## config.mk

```make
export PLATFORM = sky130hd
export DESIGN_NAME = spi_cmd_decoder
export DESIGN_NICKNAME = d
export VERILOG_FILES = /design/src/rtl/spi_pkg.sv /design/src/rtl/spi_reg_file.sv /design/src/rtl/spi_cmd_decoder.sv
export SDC_FILE = /design/constraint.sdc
export NUM_CORES = 1
export LEC_CHECK = 0
export ABC_AREA = 1
export CORE_MARGIN = 10
export CORE_UTILIZATION = 65
export DETAILED_ROUTE_END_ITERATION = 6
export PLACE_DENSITY = 0.85
export SYNTH_ARGS = -nofsm -noshare
export SYNTH_HDL_FRONTEND = slang
export SYNTH_SLANG_ARGS = --single-unit
```

## constraint.sdc

```tcl
create_clock -name clk -period 3.3 [get_ports clk]
set_input_delay 0.33 -clock clk [delete_from_list [all_inputs] [get_ports clk]]
set_output_delay 0.33 -clock clk [all_outputs]
set_load 0.05 [all_outputs]
```

## src/rtl/spi_pkg.sv

```systemverilog
// Shared types and command-byte field definitions for the SPI command decoder.
package spi_pkg;

    typedef enum logic [2:0] {
        StIdle,
        StCmd,
        StWrite,
        StRead,
        StDiscard
    } state_e;

    localparam int unsigned NUM_REGS      = 16;
    localparam int unsigned CMD_WR_BIT    = 7;
    localparam int unsigned CMD_RSVD_MSB  = 6;
    localparam int unsigned CMD_RSVD_LSB  = 4;
    localparam int unsigned CMD_ADDR_MSB  = 3;
    localparam int unsigned CMD_ADDR_LSB  = 0;

    function automatic logic cmd_is_rsvd(input logic [7:0] cmd);
        return |cmd[CMD_RSVD_MSB:CMD_RSVD_LSB];
    endfunction

endpackage

```

## src/rtl/spi_reg_file.sv

```systemverilog
// Byte-wide register file: one synchronous write port, a display read port and a
// second combinational read port feeding the MISO byte.
module spi_reg_file #(
    parameter int unsigned NUM_REGS = 16
) (
    input  logic       clk,
    input  logic       rst_n,
    input  logic       wr_en,
    input  logic [3:0] wr_addr,
    input  logic [7:0] wr_data,
    input  logic [3:0] rd_addr,
    output logic [7:0] rd_data,
    input  logic [3:0] tx_addr,
    output logic [7:0] tx_data
);

    logic [7:0] regs_q [NUM_REGS];

    always_ff @(posedge clk or negedge rst_n) begin
        if (!rst_n) begin
            for (int i = 0; i < NUM_REGS; i++) begin
                regs_q[i] <= 8'h00;
            end
        end else if (wr_en) begin
            regs_q[wr_addr] <= wr_data;
        end
    end

    assign rd_data = regs_q[rd_addr];
    assign tx_data = regs_q[tx_addr];

endmodule

```

## src/rtl/spi_cmd_decoder.sv

```systemverilog
// Decodes SPI command frames into register-file writes and MISO byte loads.
// Frame = command byte (wr bit, reserved field, start address) then data bytes.
module spi_cmd_decoder #(
    parameter int unsigned NUM_REGS = 16
) (
    input  logic       clk,
    input  logic       rst_n,
    input  logic       sel_active,
    input  logic       byte_valid,
    input  logic [7:0] byte_data,
    input  logic [3:0] rd_addr,
    output logic [7:0] rd_data,
    output logic       wr_strobe,
    output logic [3:0] wr_addr,
    output logic [7:0] tx_data,
    output logic       tx_load
);

    import spi_pkg::*;

    state_e     state_q;
    logic [3:0] addr_q;
    logic       sel_prev_q;
    logic       wr_strobe_q;
    logic [3:0] wr_addr_q;
    logic [7:0] tx_data_q;
    logic       tx_load_q;

    logic       byte_fire;
    logic       rf_wr_en;
    logic [3:0] tx_addr;
    logic [7:0] rf_tx_data;

    // A byte arriving on the same cycle chip select drops is discarded.
    assign byte_fire = byte_valid && sel_active;
    assign rf_wr_en  = byte_fire && (state_q == StWrite);
    // Prefetch address: command's start address in CMD, next address in READ.
    assign tx_addr   = (state_q == StCmd) ? byte_data[CMD_ADDR_MSB:CMD_ADDR_LSB]
                                          : addr_q + 4'd1;

    spi_reg_file #(
        .NUM_REGS (NUM_REGS)
    ) u_reg_file (
        .clk     (clk),
        .rst_n   (rst_n),
        .wr_en   (rf_wr_en),
        .wr_addr (addr_q),
        .wr_data (byte_data),
        .rd_addr (rd_addr),
        .rd_data (rd_data),
        .tx_addr (tx_addr),
        .tx_data (rf_tx_data)
    );

    // sel_prev_q resets high so a select held across reset is not taken as a new frame.
    always_ff @(posedge clk or negedge rst_n) begin
        if (!rst_n) begin
            state_q     <= StIdle;
            addr_q      <= 4'h0;
            sel_prev_q  <= 1'b1;
            wr_strobe_q <= 1'b0;
            wr_addr_q   <= 4'h0;
            tx_data_q   <= 8'h00;
            tx_load_q   <= 1'b0;
        end else begin
            sel_prev_q  <= sel_active;
            wr_strobe_q <= 1'b0;
            tx_load_q   <= 1'b0;
            if (!sel_active) begin
                state_q <= StIdle;
            end else begin
                unique case (state_q)
                    StIdle: begin
                        if (!sel_prev_q) begin
                            state_q <= StCmd;
                        end
                    end
                    StCmd: begin
                        if (byte_fire) begin
                            addr_q <= byte_data[CMD_ADDR_MSB:CMD_ADDR_LSB];
                            if (cmd_is_rsvd(byte_data)) begin
                                state_q <= StDiscard;
                            end else if (byte_data[CMD_WR_BIT]) begin
                                state_q <= StWrite;
                            end else begin
                                state_q   <= StRead;
                                tx_data_q <= rf_tx_data;
                                tx_load_q <= 1'b1;
                            end
                        end
                    end
                    StWrite: begin
                        if (byte_fire) begin
                            wr_strobe_q <= 1'b1;
                            wr_addr_q   <= addr_q;
                            addr_q      <= addr_q + 4'd1;
                        end
                    end
                    StRead: begin
                        if (byte_fire) begin
                            addr_q    <= addr_q + 4'd1;
                            tx_data_q <= rf_tx_data;
                            tx_load_q <= 1'b1;
                        end
                    end
                    StDiscard: begin
                    end
                    default: state_q <= StIdle;
                endcase
            end
        end
    end

    assign wr_strobe = wr_strobe_q;
    assign wr_addr   = wr_addr_q;
    assign tx_data   = tx_data_q;
    assign tx_load   = tx_load_q;

endmodule

```

==> summary.md <==
| Metric | Value |
|---|---|
| Status | completed |
| Worst setup path class | reg -> reg |
| Finished Core Util | 75.3% |
| Vias in the first global route | 7783 |
| Routability cong. | 0.920 |
| Pre-CTS WS | 770 ps |
| HP Start | sel_active |
| Final Hold Vio Count | 0 |
| Io pins | 38 |
| Synthesized area | 0.00847 mm^2 |
| Most common cell after layout, fill and taps aside | nand2_1 |
| Core area | 0.0127 mm^2 |
| Worst setup path startpoint | state_q[2] |
| 1st-pass router iterations | 7 |
| Wire length on met2 | 11300 um |
| Fillers | 948 |
| Req. time, crit path | 3620 ps |
| Layout cells sized above 1 | 7.87% |
| CP startpoint kind | flip-flop |
| HPWL Detailed | 15900 um |
| Leakage | 4.37 nW |
| Synth top area share | 44.0% |
| CTS root buf | clkbuf_16 |
| P&R area growth vs syn | 12.6% |
| Detailed-route DRC error count | 0 |
| Max Cap Viol | 0 |
| Worst setup margin | 806 ps |
| Clock Sinks | 150 |
| CP bufs+invs | 3 |
| Slowest stage delay, CP | 480 ps |
| Rows | 41 |
| Hold Crit Class | in -> reg |
| Final count of pins violating max slew | 0 |
| Initial Utilization | 66.8% |
| WP data arrival | 2810 ps |
| Clock latency on the worst-skew pair | 430 ps |
| Synth warn | 0 |
| Crit path top cell by count | nand2_1 |
| Final setup viols | 0 |
| Max clock buf depth | 2 |
| Hold buffer count at cts | 1 |
| Initial DRC count | 1686 |
| Worst-Margin Slew | 764 ps |
| Syn avg cell area | 7.40 um^2 |
| Peak VDD IR | 719 uV |
| Die ar. | 0.0180 mm^2 |
| Post-synthesis sequential area ratio | 44.3% |
| Uppermost layer routed | met4 |
| Clock skew | 6.85 ps |
| Slew headroom | 49.1% |
| Final Cell Area | 0.00954 mm^2 |
| Placed Cells | 1295 |
| Worst path slowest cell | dfrtp_1 |
| FMAX | 401 MHz |
| Via count | 8311 |
| DRT antenna net count | 0 |
| Syn nets | 1164 |
| CTS resizes | 0 |
| Postcts setup bufs | 0 |
| Die height | 134 um |
| Most frequent cells in the layout | nand2_1 (298), dfrtp_1 (149), o21ai_0 (137), nand3_1 (124), inv_1 (112) |
| Fin nets | 1163 |
| CTS buffer count | 17 |
| Critical path cell sequence | inv_2 -> nand3_2 -> nand2_1 -> buf_12 -> nand2_2 -> buf_4 -> nand2_1 -> nand3_1 -> nand3_1 -> nand3_1 -> nand2_1 -> nand2_1 -> nand2_1 |
| CTS H-Tree Depth | 4 |
| Fin crit share | 75.6% |
| Cell variety after synth | 37 |
| CP top delay family | simple AND/OR/NAND/NOR gates |
| Via density | 6.26 |
| PnR Total Power | 7.89 mW |
| Finished Layout Cells | 1328 |
| Port bufs | 37 |
| Die W | 134 um |
| R2r startpoint | state_q[2] |
| Congestion Overflow GR | 0 |
| CTS clk-pin slew, worst paths | 60 ps |
| Metal-1 WL | 10100 um |
| Hold slack | 429 ps |
| Syn Inst Count | 1144 |
| ANT cells | 0 |
| Initial antenna violation count | 0 |
| Crit path max fanout | 49 |
| Top cells by area, synth | dfrtp_1 (44%), nand2_1 (13%), o21ai_0 (8.1%) |
| Final wirelength | 25300 um |
| Placement Cell Area | 0.00888 mm^2 |
| Crit end category | flip-flop |
| PwrDens | 827 mW/mm^2 |
| Synth area leader | dfrtp_1 |
| RSZ-0062 raised after global routing | false |
| Post-route minimum period | 2490 ps |
| Met3 Wirelength | 2890 um |
| First-pass GRT wire length | 41300 um |
| Largest net degree at the start of global routing | 81 |
| Synthesized flop and latch total | 150 |
| Gr usage total | 28.8% |
| CTS tree | done |
| Setup TNS | 0 ps |
| Routed WL per cell | 19.0 um |
-- worst register-to-register path, stage by stage, from the launching register on --
cell,delay (ps)
dfrtp_1,480
inv_2,100
nand3_2,270
nand2_1,160
buf_12,220
nand2_2,100
buf_4,340
nand2_1,120
nand3_1,90
nand3_1,80
nand3_1,190
nand2_1,100
nand2_1,70
nand2_1,70
-- where the power goes --
part           leakage [nW]  total, mW  switching (mW)  internal, mW
logic                  1.98       3.66            2.54          1.12
clock network         0.323       2.12           0.762          1.35
registers              2.07       2.12           0.141          1.97
total                  4.37       7.89            3.45          4.44
-- sequential cells by signal, indices dropped and copies added (netlist names) --
signal             flops
u_reg_file.regs_q    128
tx_data                8
tx_load                1
state_q                3
wr_addr                4
sel_prev_q             1
addr_q                 4
wr_strobe              1
-- per-layer routing --
layer / up-vias / GRT usage (%)
li1: 3792 / -
met1: 3819 / 38.4
met2: 596 / 44.1
met3: 104 / 6.65
met4: 0 / 12.2
met5: - / 0
-- cells by family after synthesis --
group,after synthesis,share of synthesized area [%]
simple gates,494,26.7
buf+inv,195,9.35
xor+xnor,2,0.207
compound gates,299,18.8
fa+ha+maj,4,0.591
flops,150,44.3
-- synth_stat cells, drive strengths merged --
| cell | instances |
|---|---|
| o22ai | 3 |
| o211ai | 2 |
| nor2 | 17 |
| a21oi | 65 |
| ha | 4 |
| a21boi | 1 |
| nand3 | 129 |
| xnor2 | 1 |
| a31oi | 2 |
| dfrtp | 149 |
| clkinv | 1 |
| buf | 38 |
| nor3 | 3 |
| inv | 118 |
| nand4 | 1 |
| o221ai | 14 |
| dfstp | 1 |
| clkbuf | 38 |
| nor4 | 1 |
| o211a | 1 |
| nand3b | 37 |
| xor2 | 1 |
| o21ai | 211 |
| nand2 | 306 |
-- final timing paths --
path | endpoint | slack [ps] | cells after the start
setup / recovery | tx_data[4] | 810 | 13
hold / removal | sel_prev_q | 430 | 1
setup reg to reg | tx_data[4] | 810 | 13
hold reg to reg | u_reg_file.regs_q[23] | 490 | 2
max in group asynchronous | u_reg_file.regs_q[42] | 1880 | 3
min in group asynchronous | wr_addr[2] | 500 | 2
-- cell type report --
class / instances / area (um^2) / share of cell area (%)
inverters: 119 / 447 / 4.68
flip-flops and latches: 150 / 3750 / 39.4
well taps: 172 / 215 / 2.26
repair buffers: 56 / 552 / 5.79
clock inverters: 14 / 206 / 2.16
multi-input cells: 799 / 3920 / 41.1
clock buffers: 18 / 439 / 4.61
Power figures use the tool's default switching activity.
